===== config.mk =====
export PLATFORM = sky130hd
export DESIGN_NAME = fetch_unit
export DESIGN_NICKNAME = d
export VERILOG_FILES = /design/src/rtl/cpu_isa_pkg.sv /design/src/rtl/fetch_unit.sv
export SDC_FILE = /design/constraint.sdc
export NUM_CORES = 1
export LEC_CHECK = 0
export CAP_MARGIN = 30
export CORE_AREA = 2 2 66 93
export CTS_BUF_LIST = sky130_fd_sc_hd__clkbuf_8
export DETAILED_ROUTE_END_ITERATION = 10
export DIE_AREA = 0 0 68 95
export PLACE_DENSITY = 0.85
export SYNTH_ARGS = -nofsm -noshare
export SYNTH_HDL_FRONTEND = slang
export SYNTH_SLANG_ARGS = --single-unit

===== constraint.sdc =====
create_clock -name clk -period 3 [get_ports clk]
set_clock_uncertainty 0.2 [all_clocks]
set_input_delay 0.45 -clock clk [delete_from_list [all_inputs] [get_ports clk]]
set_output_delay 0.45 -clock clk [all_outputs]
set_load 0.1 [all_outputs]

===== src/rtl/cpu_isa_pkg.sv =====
// ----------------------------------------------------------------------------
// cpu_isa_pkg
//   Shared ISA definitions for the fetch path: opcodes that carry a second
//   (immediate/target) word, the fetch FSM state type, and a helper that
//   classifies an opcode as one- or two-word.
// ----------------------------------------------------------------------------
package cpu_isa_pkg;

  localparam logic [5:0] OPC_LDI = 6'h0D;
  localparam logic [5:0] OPC_JEQ = 6'h10;
  localparam logic [5:0] OPC_JNE = 6'h11;
  localparam logic [5:0] OPC_JMP = 6'h12;

  // HALT is only reachable when the halt-detect feature is compiled in.
  typedef enum logic [1:0] {
    F_OP  = 2'd0,
    F_IMM = 2'd1,
    HOLD  = 2'd2,
    HALT  = 2'd3
  } fetch_state_t;

  function automatic logic is_two_word(input logic [5:0] opcode);
    return (opcode == OPC_LDI) || (opcode == OPC_JEQ) ||
           (opcode == OPC_JNE) || (opcode == OPC_JMP);
  endfunction

endpackage


===== src/rtl/fetch_unit.sv =====
// ----------------------------------------------------------------------------
// fetch_unit
//   Instruction fetch stage. Owns the program counter, drives the ROM address
//   directly from it, assembles one- or two-word instructions and offers them
//   to the decoder over a valid/ready handshake. Execute can redirect the PC
//   at any time; a redirect discards any partially fetched instruction.
//
// Ports
//   clk            rising-edge clock
//   rst_n          synchronous active-low reset (dominates redirect)
//   rom_addr       ROM word address (the PC register)
//   rom_data       ROM word at rom_addr, combinational read
//   out_valid      instruction bundle valid
//   out_ready      decoder accepts bundle
//   out_instr      opcode word
//   out_imm        second word, 0 for one-word instructions
//   out_two_word   bundle carries an immediate
//   out_pc         address of the opcode word
//   redirect_valid taken branch / jump from execute
//   redirect_pc    new fetch address
//   halted         self-loop detected (0 unless halt detect is built in)
//
// Build option
//   FETCH_HALT_DETECT_EN : when defined, accepting a JMP whose target is its
//   own address parks the unit in HALT (PC frozen, no bundles) until a
//   redirect or reset.
// ----------------------------------------------------------------------------
module fetch_unit
  import cpu_isa_pkg::*;
#(
  parameter int              ADDR_W   = 16,
  parameter int              DATA_W   = 16,
  parameter logic [ADDR_W-1:0] RESET_PC = 16'h0001
) (
  input  logic              clk,
  input  logic              rst_n,
  output logic [ADDR_W-1:0] rom_addr,
  input  logic [DATA_W-1:0] rom_data,
  output logic              out_valid,
  input  logic              out_ready,
  output logic [DATA_W-1:0] out_instr,
  output logic [DATA_W-1:0] out_imm,
  output logic              out_two_word,
  output logic [ADDR_W-1:0] out_pc,
  input  logic              redirect_valid,
  input  logic [ADDR_W-1:0] redirect_pc,
  output logic              halted
);

  fetch_state_t      r_state, w_state;
  logic [ADDR_W-1:0] r_pc, w_pc;
  logic              r_valid, w_valid;
  logic [DATA_W-1:0] r_instr, w_instr;
  logic [DATA_W-1:0] r_imm, w_imm;
  logic              r_two_word, w_two_word;
  logic [ADDR_W-1:0] r_out_pc, w_out_pc;
  logic [ADDR_W-1:0] w_pc_inc;
`ifdef FETCH_HALT_DETECT_EN
  logic              r_halted, w_halted;
  logic              w_self_loop;
`endif

  // PC wraps modulo 2^ADDR_W, so an immediate after 0xFFFF is read from 0.
  assign w_pc_inc = r_pc + ADDR_W'(1);

`ifdef FETCH_HALT_DETECT_EN
  assign w_self_loop = (r_instr[5:0] == OPC_JMP) && (ADDR_W'(r_imm) == r_out_pc);
`endif

  always_comb begin
    w_state    = r_state;
    w_pc       = r_pc;
    w_valid    = r_valid;
    w_instr    = r_instr;
    w_imm      = r_imm;
    w_two_word = r_two_word;
    w_out_pc   = r_out_pc;
`ifdef FETCH_HALT_DETECT_EN
    w_halted   = r_halted;
`endif

    case (r_state)
      F_OP: begin
        w_instr  = rom_data;
        w_out_pc = r_pc;
        w_pc     = w_pc_inc;
        if (is_two_word(rom_data[5:0])) begin
          w_two_word = 1'b1;
          w_state    = F_IMM;
        end else begin
          w_two_word = 1'b0;
          w_imm      = '0;
          w_valid    = 1'b1;
          w_state    = HOLD;
        end
      end
      F_IMM: begin
        w_imm   = rom_data;
        w_pc    = w_pc_inc;
        w_valid = 1'b1;
        w_state = HOLD;
      end
      HOLD: begin
        if (r_valid && out_ready) begin
          w_valid = 1'b0;
          w_state = F_OP;
`ifdef FETCH_HALT_DETECT_EN
          if (w_self_loop) begin
            w_halted = 1'b1;
            w_state  = HALT;
          end
`endif
        end
      end
`ifdef FETCH_HALT_DETECT_EN
      HALT: ;  // parked: PC and outputs frozen until redirect/reset
`endif
      default: w_state = F_OP;
    endcase

    // Redirect overrides every transition; a same-cycle handshake is void.
    if (redirect_valid) begin
      w_pc    = redirect_pc;
      w_valid = 1'b0;
      w_state = F_OP;
`ifdef FETCH_HALT_DETECT_EN
      w_halted = 1'b0;
`endif
    end
  end

  always_ff @(posedge clk) begin
    if (!rst_n) begin
      r_state    <= F_OP;
      r_pc       <= RESET_PC;
      r_valid    <= 1'b0;
      r_instr    <= '0;
      r_imm      <= '0;
      r_two_word <= 1'b0;
      r_out_pc   <= '0;
`ifdef FETCH_HALT_DETECT_EN
      r_halted   <= 1'b0;
`endif
    end else begin
      r_state    <= w_state;
      r_pc       <= w_pc;
      r_valid    <= w_valid;
      r_instr    <= w_instr;
      r_imm      <= w_imm;
      r_two_word <= w_two_word;
      r_out_pc   <= w_out_pc;
`ifdef FETCH_HALT_DETECT_EN
      r_halted   <= w_halted;
`endif
    end
  end

  assign rom_addr     = r_pc;
  assign out_valid    = r_valid;
  assign out_instr    = r_instr;
  assign out_imm      = r_imm;
  assign out_two_word = r_two_word;
  assign out_pc       = r_out_pc;
`ifdef FETCH_HALT_DETECT_EN
  assign halted       = r_halted;
`else
  assign halted       = 1'b0;
`endif

endmodule


# Word-level counts from Yosys, hierarchy flattened
# Cells that the tools add are included.
# classes
eq_ne	8
n_bitwise	1
reduce_logical	12
add_sub_neg	1
muxes	11
# ops
operator	n
16-bit 2-to-1 mux	3
16-bit one-hot mux with 2 select lines	1
6-bit by 5-bit equality test with 1-bit output (second input constant)	3
16-bit by 1-bit adder with 16-bit output (second input constant)	1
6-bit by 4-bit equality test with 1-bit output (second input constant)	1
2-bit one-hot mux with 3 select lines	1
2-bit 2-to-1 mux	2
2-bit inequality test (second input constant)	2
2-bit nonzero test	2
2-bit OR reduction	2
1-bit logical OR	3
1-bit 2-to-1 mux	3
1-bit one-hot mux with 3 select lines	1
3-bit AND reduction	1
3-bit nonzero test	1
2-bit by 1-bit equality test with 1-bit output (second input constant)	1
2-bit equality test (second input constant)	1
2-bit logical NOT	1
2-bit AND reduction	1
1-bit logical AND	1
1-bit NOT	1
# word_totals
reg_bits	68
output_inout_bits	67

# Longest topological paths before layout
# Gate-level depths: netlist of the first run.
# depth
depth_word	6
mapped_depth	6
depth_no_buf	5

# Worst setup path after synthesis of the first run
# Ideal clock, no wire load.
# synth_path
path_kind	register to register
startpoint	register r_pc[3] (netlist: rom_addr[3])
endpoint	register r_pc[15] (netlist: rom_addr[15])
setup_time_ns	0.075
t_arrival_ns	2.388
period_less_slack_ns	2.662
path_stages_with_launch	5
path_slack_ns	0.338
path_cell_list	dfxtp_1 nand4b_4 or3_4 or4_1 a31oi_1
# synth_between
elab_chain_cells	3
# synth_rtl
item	line	text
start: declaration	fetch_unit.sv:51	logic [ADDR_W-1:0] r_pc, w_pc;
start signal: assignment	fetch_unit.sv:146	r_pc <= w_pc;
16-bit by 1-bit adder with 16-bit output	fetch_unit.sv:64	assign w_pc_inc = r_pc + ADDR_W'(1);
16-bit 2-to-1 mux	fetch_unit.sv:82	case (r_state)
16-bit 2-to-1 mux	fetch_unit.sv:122	if (redirect_valid) begin
# No other way between the ends. The select of a mux whose other input is x is not followed.
# A chain may end at the register's enable or synchronous reset.

# Worst setup path after layout of the first run
# layout_path
startpoint	input port rom_data[4]
endpoint	register r_imm[11] (netlist: out_imm[11])
# layout_between
elab_chain_cells	6
word_cells_on_any_way	9
classes_between	eq/ne: 5; reduce/logical: 4
# layout_rtl
item	line	text
start: declaration	fetch_unit.sv:38	input logic [DATA_W-1:0] rom_data,
6-bit by 4-bit equality test with 1-bit output or 6-bit by 5-bit equality test with 1-bit output (tied branches)	cpu_isa_pkg.sv:23	return (opcode == OPC_LDI) || (opcode == OPC_JEQ) ||
1-bit logical OR (2 in series)	cpu_isa_pkg.sv:23	
1-bit logical OR (*)	cpu_isa_pkg.sv:24	(opcode == OPC_JNE) || (opcode == OPC_JMP);
2-bit inequality test (no source line) (*)	--	
2-bit AND reduction (no source line) (*)	--	
end signal: assignment	fetch_unit.sv:149	r_imm <= w_imm;
end: declaration	fetch_unit.sv:54	logic [DATA_W-1:0] r_imm, w_imm;
# Every way passes the cells marked *; elsewhere a longest branch is shown, timed or not.

==> results of run 1 <==
synthesized netlist by cell type:
library cell / number / area [µm²]
nand2_1: 74 / 278
dfxtp_1: 68 / 1360
a21oi_1: 44 / 220
a22o_1: 16 / 140
clkbuf_1: 16 / 60.1
nor2_1: 14 / 52.6
o21ai_0: 12 / 60.1
xnor2_1: 10 / 87.6
nor4_1: 6 / 37.5
inv_1: 5 / 18.8
mux2i_1: 3 / 30.0
nand3_1: 3 / 15.0
nand4b_1: 3 / 26.3
a311oi_1: 2 / 17.5
a31oi_1: 2 / 12.5
nand4_1: 2 / 12.5
nor3_1: 2 / 10.0
o31ai_1: 2 / 15.0
or4_1: 2 / 15.0
a2111oi_0: 1 / 8.76
a211o_1: 1 / 8.76
a211oi_1: 1 / 7.51
a21o_1: 1 / 7.51
a21oi_2: 1 / 8.76
a221oi_1: 1 / 8.76
and3_1: 1 / 6.26
buf_2: 1 / 5.00
buf_4: 1 / 7.51
buf_6: 1 / 11.3
clkinv_1: 1 / 3.75
conb_1: 1 / 3.75
ha_1: 1 / 12.5
nand4b_4: 1 / 23.8
nor2b_1: 1 / 6.26
o211ai_1: 1 / 7.51
or2_2: 1 / 6.26
or3_2: 1 / 7.51
or3_4: 1 / 11.3
or3b_2: 1 / 8.76
xor2_1: 1 / 8.76
final cells by class:
class                      count  area [µm²]
sequential                    68        1360
multi-input combinational    214        1180
inverter                       6        22.5
timing repair buffer         104         868
clock inverter                 5        51.3
tap                           70        87.6
fill                         502        1970
clock buffer                  11         151
critical path, delay by kind of cell:
family | cells | cell delay [ns]
AOI/OAI and AO/OA | 3 | 0.52
buffers and inverters | 2 | 0.75
and+or+nand+nor | 1 | 0.50
metal layers:
metal | vias up | track usage (%) | wire length [µm]
met5 | - | 0 | 0
met4 | 0 | 11.3 | 162
met3 | 15 | 7.87 | 620
met2 | 104 | 38.1 | 3420
met1 | 1180 | 27.3 | 2850
li1 | 1257 | - | -
logic make-up after synthesis:
logic type,count (synthesis)
fa+ha+maj,1
other cells,1
simple gates,113
xor+xnor,11
mux,3
flops,68
compound gates,85
buf+inv,25
sequential cells by signal (all words and copies together) (netlist names):
name and cells:
out_imm 16, out_instr 16, out_pc 16, out_two_word 1
out_valid 1, r_state 2, rom_addr 16
through the flow:
step / instances / power (W) / worst slack [ns] / cell area, µm²
after global routing: 478 / 0.00243 / 0.755 / 3730
final: 478 / 0.00234 / 0.864 / 3730
after global placement: 462 / 0.00159 / 0.587 / 3520
after CTS: 478 / 0.00235 / 0.896 / 3730
after floorplan: 307 / 0.00144 / 0.338 / 2650
after detailed placement: 462 / 0.00160 / 0.547 / 3520
where the power goes:
group	internal [W]	switching [W]	total, W
clock	0.000423	0.000339	0.000762
combinational	0.000142	0.000443	0.000586
sequential	0.000949	0.0000454	0.000994
how the worst max path moves through the flow:
stage / to / slack, ns / cells after the start
4_1_cts: out_imm[11] / 0.90 / 6
6_report: out_imm[11] / 0.86 / 6
5_1_grt: rom_addr[14] / 0.76 / 4
2_1_floorplan: rom_addr[15] / 0.34 / 4
3_5_place_dp: out_imm[11] / 0.55 / 6
3_3_place_gp: out_imm[10] / 0.59 / 6
==> results.json, run 1 <==
{
  "relSlewSlack_pct": 51.9,
  "ys_seq_elements": 68,
  "synth_nets": 344,
  "cp_slowest_cell": "clkdlybuf4s50_1",
  "tns_ns": 0,
  "drt_wl_total_um": 7050,
  "synth_xor_xnor_area_share_pct": 3.64,
  "rsz0062_at_grt": "false",
  "r2r_start": "rom_addr[2]",
  "worst_ep_required_time_ns": 3.09,
  "hpwl_um": 4950,
  "synth.cell_area_um2": 2650,
  "irDropWorstVdd_mv": 0.301,
  "avgViaCountPerCell": 5.35,
  "cts_tree": "done",
  "syn_avg_cell_area_um2": 8.63,
  "coreArea_um2": 5700,
  "period_minus_slack_ns": 2.14,
  "design.die.area_um2": 6460,
  "die_w_um": 68,
  "wire_per_inst_um": 14.8,
  "grt_pass1_vias": 2401,
  "post-route-period-util_pct": 71.2,
  "ys_types": 40,
  "crit_chain": "clkdlybuf4s50_1 -> or3b_2 -> a21o_1 -> a21oi_2 -> buf_4 -> a22o_1",
  "yosys.area_share.simple_pct": 19.5,
  "path_clk_slew_ns": 0.07,
  "regToRegEndpoint": "rom_addr[13]",
  "syn_to_final_growth_pct": 40.7,
  "cp-start-kind": "primary input",
  "ioPinCount": 103,
  "post_cts_buffers": 0,
  "synth_compound_area_share_pct": 19.7,
  "hold_start": "out_pc[13]",
  "tightest_slew_ns": 0.721,
  "final_cell_mix": "74 x nand2_1, 69 x buf_4, 68 x dfxtp_1, 44 x a21oi_1, 35 x clkdlybuf4s50_1",
  "timing.hold.ws_ns": 0.257,
  "synth_fa_ha_area_share_pct": 0.472,
  "route.antenna.remaining_nets": 0,
  "max_freq_mhz": 468,
  "cpPeakStageDelay_ns": 0.52,
  "cp-end-kind": "register",
  "num_antenna_cells": 0,
  "grt-ovfl-total": 0,
  "fp-row-count": 33,
  "cts_made_buffers": 9,
  "min_path_cells": 2,
  "seq_area_frac_synth_pct": 51.4,
  "critPathMaxFanout": 16,
  "grtUsageTotal_pct": 23.5,
  "initial_core_util_pct": 46.5,
  "whs_endpoint": "out_pc[13]",
  "synth_cells": 307,
  "clockRootBuffer": "clkbuf_8",
  "hold_viol_final": 0,
  "p_per_area_nw_per_um2": 628,
  "max_cap_viol_count": 0,
  "clock_path_buffers": 2,
  "post-route-util_pct": 65.4,
  "drcViolationCount": 0,
  "crit_start": "rom_data[4]",
  "port_buffers": 101,
  "p_leak_nw": 1.56,
  "layout-drive-gt1-share_pct": 22.3,
  "setup_viol": 0,
  "status": "complete, no violations",
  "synth_top_family_by_area": "compound AO/OA/AOI/OAI gates",
  "ctsResizeCount": 0,
  "die_y_um": 95,
  "final-max-slew-violation-count": 0,
  "htreeDepth": 3,
  "hold_path_class": "reg2reg",
  "cp.arrival_ns": 2.22,
  "final_common_cell": "nand2_1",
  "gp_congestion": 0.792,
  "via_count": 2556,
  "clk_latency_ns": 0.35,
  "drtIter0Drc": 126,
  "grt_antenna_before_repair": 0,
  "muxShareOfSynthArea_pct": 1.13,
  "r2r_setup_slack_ns": 0.90,
  "grt_pass1_wl_um": 11200,
  "layout.nets": 440,
  "path_class": "in2reg",
  "yosysWarnings": 0,
  "grt_max_degree": 37,
  "drtPass1Iterations": 4,
  "hold_buffers": 0,
  "cts.sinks": 68,
  "rr_worst_depth": 4
}
No activity file was read; power rests on OpenSTA's default activity.
==> inputs of run 2 (changes only) <==
- CORE_AREA: 2 2 66 93 -> 2 2 68 96
- DIE_AREA: 0 0 68 95 -> 0 0 70 98
- PLACE_DENSITY: 0.85 -> 0.81
- clock period: 3 -> 2.2 ns (I/O delays scaled with it)
==> run 2 against run 1 <==
Compared with the run above:
- register-to-register slack lost 0.71 ns
- count of clock-buffer cells in the layout is the same
- worst setup slack lost 0.70 ns
- hold slack lost 0.0012 ns
- clock power grew 31%
- sequential cell count is the same
- global-route usage shrank 2.3 points
- via count shrank 0.39%
- highest routed layer unchanged
- largest cell class unchanged
- sequential share of layout area shrank 0.59 points
- final cell count grew 3.3%
- final area grew 4.1%
==> results.json, run 2 (same netlist as run 1, synthesis figures left out) <==
{
  "status": "complete, no violations",
  "hold_viol_final": 0,
  "rsz0062_at_grt": "false",
  "max_freq_mhz": 490,
  "cp-start-kind": "primary input",
  "cp-end-kind": "register",
  "drtPass1Iterations": 4,
  "clockRootBuffer": "clkbuf_8",
  "r2r_start": "r_state[1]",
  "ctsResizeCount": 0,
  "design.die.area_um2": 6860,
  "ioPinCount": 103,
  "r2r_setup_slack_ns": 0.19,
  "grt_pass1_vias": 2461,
  "cts_tree": "done",
  "coreArea_um2": 6040,
  "via_count": 2546,
  "p_per_area_nw_per_um2": 820,
  "grt_antenna_before_repair": 0,
  "hold_path_class": "reg2reg",
  "layout-drive-gt1-share_pct": 27.5,
  "path_class": "in2reg",
  "hold_start": "out_pc[2]",
  "grt_pass1_wl_um": 11800,
  "route.antenna.remaining_nets": 0,
  "tightest_slew_ns": 0.626,
  "htreeDepth": 3,
  "final-max-slew-violation-count": 0,
  "drt_wl_total_um": 6950,
  "cpPeakStageDelay_ns": 0.48,
  "crit_chain": "clkdlybuf4s50_1 -> or3b_2 -> buf_4 -> a2111oi_0 -> a221oi_1 -> nor2_1",
  "drtIter0Drc": 135,
  "path_buf_inv": 2,
  "n_fill_cell": 528,
  "syn_to_final_growth_pct": 46.4,
  "hold_buffers": 0,
  "clock_path_buffers": 2,
  "avgViaCountPerCell": 5.15,
  "final_common_cell": "buf_4",
  "max_cap_viol_count": 0,
  "post_cts_buffers": 0,
  "critPathMaxFanout": 3,
  "port_buffers": 101,
  "p_leak_nw": 1.64,
  "path_clk_slew_ns": 0.07,
  "placed_cells": 479,
  "worst_ep_required_time_ns": 2.27,
  "hpwl_um": 5040,
  "wire_per_inst_um": 14.1,
  "die_y_um": 98,
  "timing.hold.ws_ns": 0.256,
  "clk_latency_ns": 0.33,
  "die_w_um": 70,
  "num_antenna_cells": 0,
  "grt-ovfl-total": 0,
  "cp_slowest_cell": "clkdlybuf4s50_1",
  "grt_max_degree": 34,
  "post-route-period-util_pct": 92.8,
  "grtUsageTotal_pct": 21.2,
  "initial_core_util_pct": 43.9,
  "layout.nets": 455,
  "fp-row-count": 34,
  "relSlewSlack_pct": 58.3,
  "cts.sinks": 68,
  "cts_made_buffers": 9,
  "setup_viol": 0,
  "layoutNonFillerInstCount": 494,
  "gp_congestion": 0.835,
  "cpLargestDelayFamily": "buffers and inverters",
  "final_cell_mix": "83 x buf_4, 74 x nand2_1, 56 x dfxtp_1, 44 x a21oi_1, 35 x clkdlybuf4s50_1",
  "period_minus_slack_ns": 2.04,
  "cp.arrival_ns": 2.11,
  "drcViolationCount": 0,
  "crit_start": "rom_data[4]",
  "irDropWorstVdd_mv": 0.397
}
## run 2: power breakdown
group	leakage, nW	switching, W	internal (W)
Clock	0.108	0.000435	0.000569
Combinational	0.969	0.000607	0.000215
Sequential	0.564	0.0000590	0.00129
Total	1.64	0.00110	0.00208
## run 2: final timing paths
path,endpoint,cells past startpoint
worst max-delay path,out_two_word,6
worst min-delay path,out_pc[2],2
worst max register to register,rom_addr[15],4
worst min register to register,out_pc[2],2
## run 2: layout make-up
cell class / instances / area, µm² / area share, %
timing repair buffer: 119 / 993 / 25.6
multi-input combinational: 214 / 1180 / 30.5
clock inverter: 4 / 42.5 / 1.10
tap: 72 / 90.1 / 2.32
sequential: 68 / 1390 / 35.9
inverter: 6 / 22.5 / 0.581
clock buffer: 11 / 151 / 3.90
## run 2: worst min-delay path, delay by kind of cell, from the launching register on
| kind | cells | cell delay (ns) |
|---|---|---|
| AO/OA/AOI/OAI | 1 | 0.05 |
| flip-flops | 1 | 0.31 |
| AND/OR/NAND/NOR | 1 | 0.05 |
## run 2: metal layers
layer,vias up,global-route usage [%],share of wire [%]
met4,0,7.54,0.69
met3,5,5.16,5.9
met5,-,0,0
met2,81,36.6,52
met1,1170,25.6,42
li1,1290,-,-
## run 2: through the flow
stage	TNS [ns]	setup WS (ns)	cell area (µm²)	power [W]	util, %
finish	0	0.159	3880	0.00318	64.2
global route	0	0.116	3880	0.00332	64.2
CTS	0	0.173	3880	0.00321	64.2
detailed placement	-0.872	-0.193	3680	0.00221	61.0
global placement	-0.132	-0.0425	3680	0.00220	61.0
floorplan	0	0.0107	2680	0.00197	-
==> inputs of run 3 (changes only) <==
- CELL_PAD_IN_SITES_DETAIL_PLACEMENT: not set -> 1
- CELL_PAD_IN_SITES_GLOBAL_PLACEMENT: not set -> 1
- CORE_AREA: 2 2 68 96 -> 2 2 80 113
- DIE_AREA: 0 0 70 98 -> 0 0 82 115
- PLACE_DENSITY: 0.81 -> not set
- PLACE_DENSITY_LB_ADDON: not set -> 0.1
==> run 3 against run 2 <==
Compared with the run above:
- first-iteration DRC count fell by 63%
- critical path depth unchanged
- sequential share of layout area is 0.25 points lower
- via count increased by 3.4%
- worst setup slack better by 0.10 ns
- non-clock buffer count is 1 lower
- sequential cell count unchanged
- fmax is 5.2% higher
- count of clock-buffer cells in the layout increased by 1
- highest routed layer unchanged
- die area is 37% higher
==> results.json, run 3 (same netlist as run 1, synthesis figures left out) <==
{
  "status": "complete, no violations",
  "htreeDepth": 3,
  "regToRegEndpoint": "rom_addr[13]",
  "grt-ovfl-total": 0,
  "post_cts_buffers": 0,
  "layout-drive-gt1-share_pct": 27.6,
  "relSlewSlack_pct": 57.8,
  "critPathMaxFanout": 16,
  "max_freq_mhz": 515,
  "period_minus_slack_ns": 1.94,
  "cts_made_buffers": 9,
  "ioPinCount": 103,
  "die_y_um": 115,
  "grt_pass1_vias": 2621,
  "drt_wl_total_um": 8170,
  "grt_max_degree": 32,
  "r2r_setup_slack_ns": 0.29,
  "max_cap_viol_count": 0,
  "worst_ep_required_time_ns": 2.28,
  "cp.arrival_ns": 2.02,
  "gp_congestion": 0.798,
  "path_clk_slew_ns": 0.07,
  "post-route-util_pct": 46.5,
  "via_count": 2633,
  "drtIter0Drc": 50,
  "ctsResizeCount": 0,
  "design.die.area_um2": 9430,
  "final-max-slew-violation-count": 0,
  "clockRootBuffer": "clkbuf_8",
  "hold_start": "out_pc[10]",
  "drcViolationCount": 0,
  "coreArea_um2": 8410,
  "final_cell_mix": "81 x buf_4, 74 x nand2_1, 56 x dfxtp_1, 44 x a21oi_1, 35 x clkdlybuf4s50_1",
  "port_buffers": 101,
  "drtPass1Iterations": 4,
  "cp-end-kind": "register",
  "layout.nets": 454,
  "fp-row-count": 40,
  "initial_core_util_pct": 31.5,
  "hpwl_um": 6050,
  "irDropWorstVdd_mv": 0.318,
  "rr_worst_depth": 4,
  "cpPeakStageDelay_ns": 0.49,
  "setup_viol": 0,
  "hold_path_class": "reg2reg",
  "p_leak_nw": 1.63,
  "p_per_area_nw_per_um2": 799,
  "grt_antenna_before_repair": 0,
  "hold_buffers": 0,
  "min_path_cells": 2,
  "clk_latency_ns": 0.34,
  "cts.sinks": 68,
  "r2r_start": "rom_addr[0]",
  "final_common_cell": "buf_4",
  "tns_ns": 0,
  "crit_chain": "clkdlybuf4s50_1 -> or3b_2 -> a21o_1 -> a21oi_2 -> buf_12 -> a22o_1",
  "num_antenna_cells": 0,
  "grtUsageTotal_pct": 17.7,
  "rsz0062_at_grt": "false",
  "avgViaCountPerCell": 5.02,
  "route.antenna.remaining_nets": 0,
  "syn_to_final_growth_pct": 47.4,
  "grt_pass1_wl_um": 12600,
  "die_w_um": 82,
  "clock_path_buffers": 2,
  "tightest_slew_ns": 0.634,
  "path_class": "in2reg",
  "cp_slowest_cell": "or3b_2",
  "post-route-period-util_pct": 88.2,
  "hold_viol_final": 0,
  "cts_tree": "done",
  "cp-start-kind": "primary input",
  "whs_endpoint": "out_pc[10]",
  "wire_per_inst_um": 15.6
}
==> run 3: cell count changes in the layout (fill, tap and decap cells not counted) <==
cell and delta:
bufinv_16 -1, clkinv_2 +1, buf_12 +1, clkbuf_8 +1, inv_1 -2, buf_4 -2
==> run 3: power breakdown <==
group          internal (W)  switching (W)  leakage (nW)  total, W
Combinational      0.000214       0.000614         0.968  0.000828
Clock              0.000485       0.000450        0.0941  0.000935
Sequential          0.00129      0.0000627         0.564   0.00136
Total               0.00199        0.00113          1.63   0.00312
==> run 3: layer usage <==
| metal | up-vias | global-route usage (%) | share of wire (%) |
|---|---|---|---|
| met1 | 1246 | 20.3 | 42 |
| met2 | 92 | 30.2 | 50 |
| met3 | 10 | 5.89 | 6.1 |
| li1 | 1285 | - | - |
| met4 | 0 | 6.44 | 1.5 |
| met5 | - | 0 | 0 |
==> run 3: worst max-delay path by stage <==
stage,startpoint,end,slack [ns]
floorplan,rom_addr[7],rom_addr[15],0.01
global placement,rom_data[4],out_imm[6],-0.03
detailed placement,rom_data[4],out_imm[8],-0.08
CTS,rom_addr[0],rom_addr[13],0.27
global route,rom_addr[0],rom_addr[15],0.21
finish,rom_data[4],out_imm[11],0.26
==> run 3: area by class of cell <==
cell class / instances / area (µm²)
timing repair buffer: 118 / 998
inverter: 6 / 22.5
clock buffer: 12 / 165
multi-input combinational: 214 / 1180
tap: 105 / 131
fill: 1042 / 4500
sequential: 68 / 1390
clock inverter: 2 / 10.0
==> run 3: per-stage QoR <==
stage          instance area [µm²]  instances  power (W)  hold slack [ns]  setup WS, ns
2_1_floorplan                 2680        307    0.00197            0.208        0.0107
3_3_place_gp                  3730        511    0.00221            0.243       -0.0290
3_5_place_dp                  3730        511    0.00222            0.251       -0.0823
4_1_cts                       3910        525    0.00316            0.261         0.272
5_1_grt                       3910        525    0.00327            0.277         0.206
6_report                      3910        525    0.00312            0.259         0.260
==> run 3: worst max-delay path, delay by kind of cell <==
kind	cells	cell delay [ns]
simple gates	1	0.49
buf+inv	2	0.64
compound gates	3	0.54
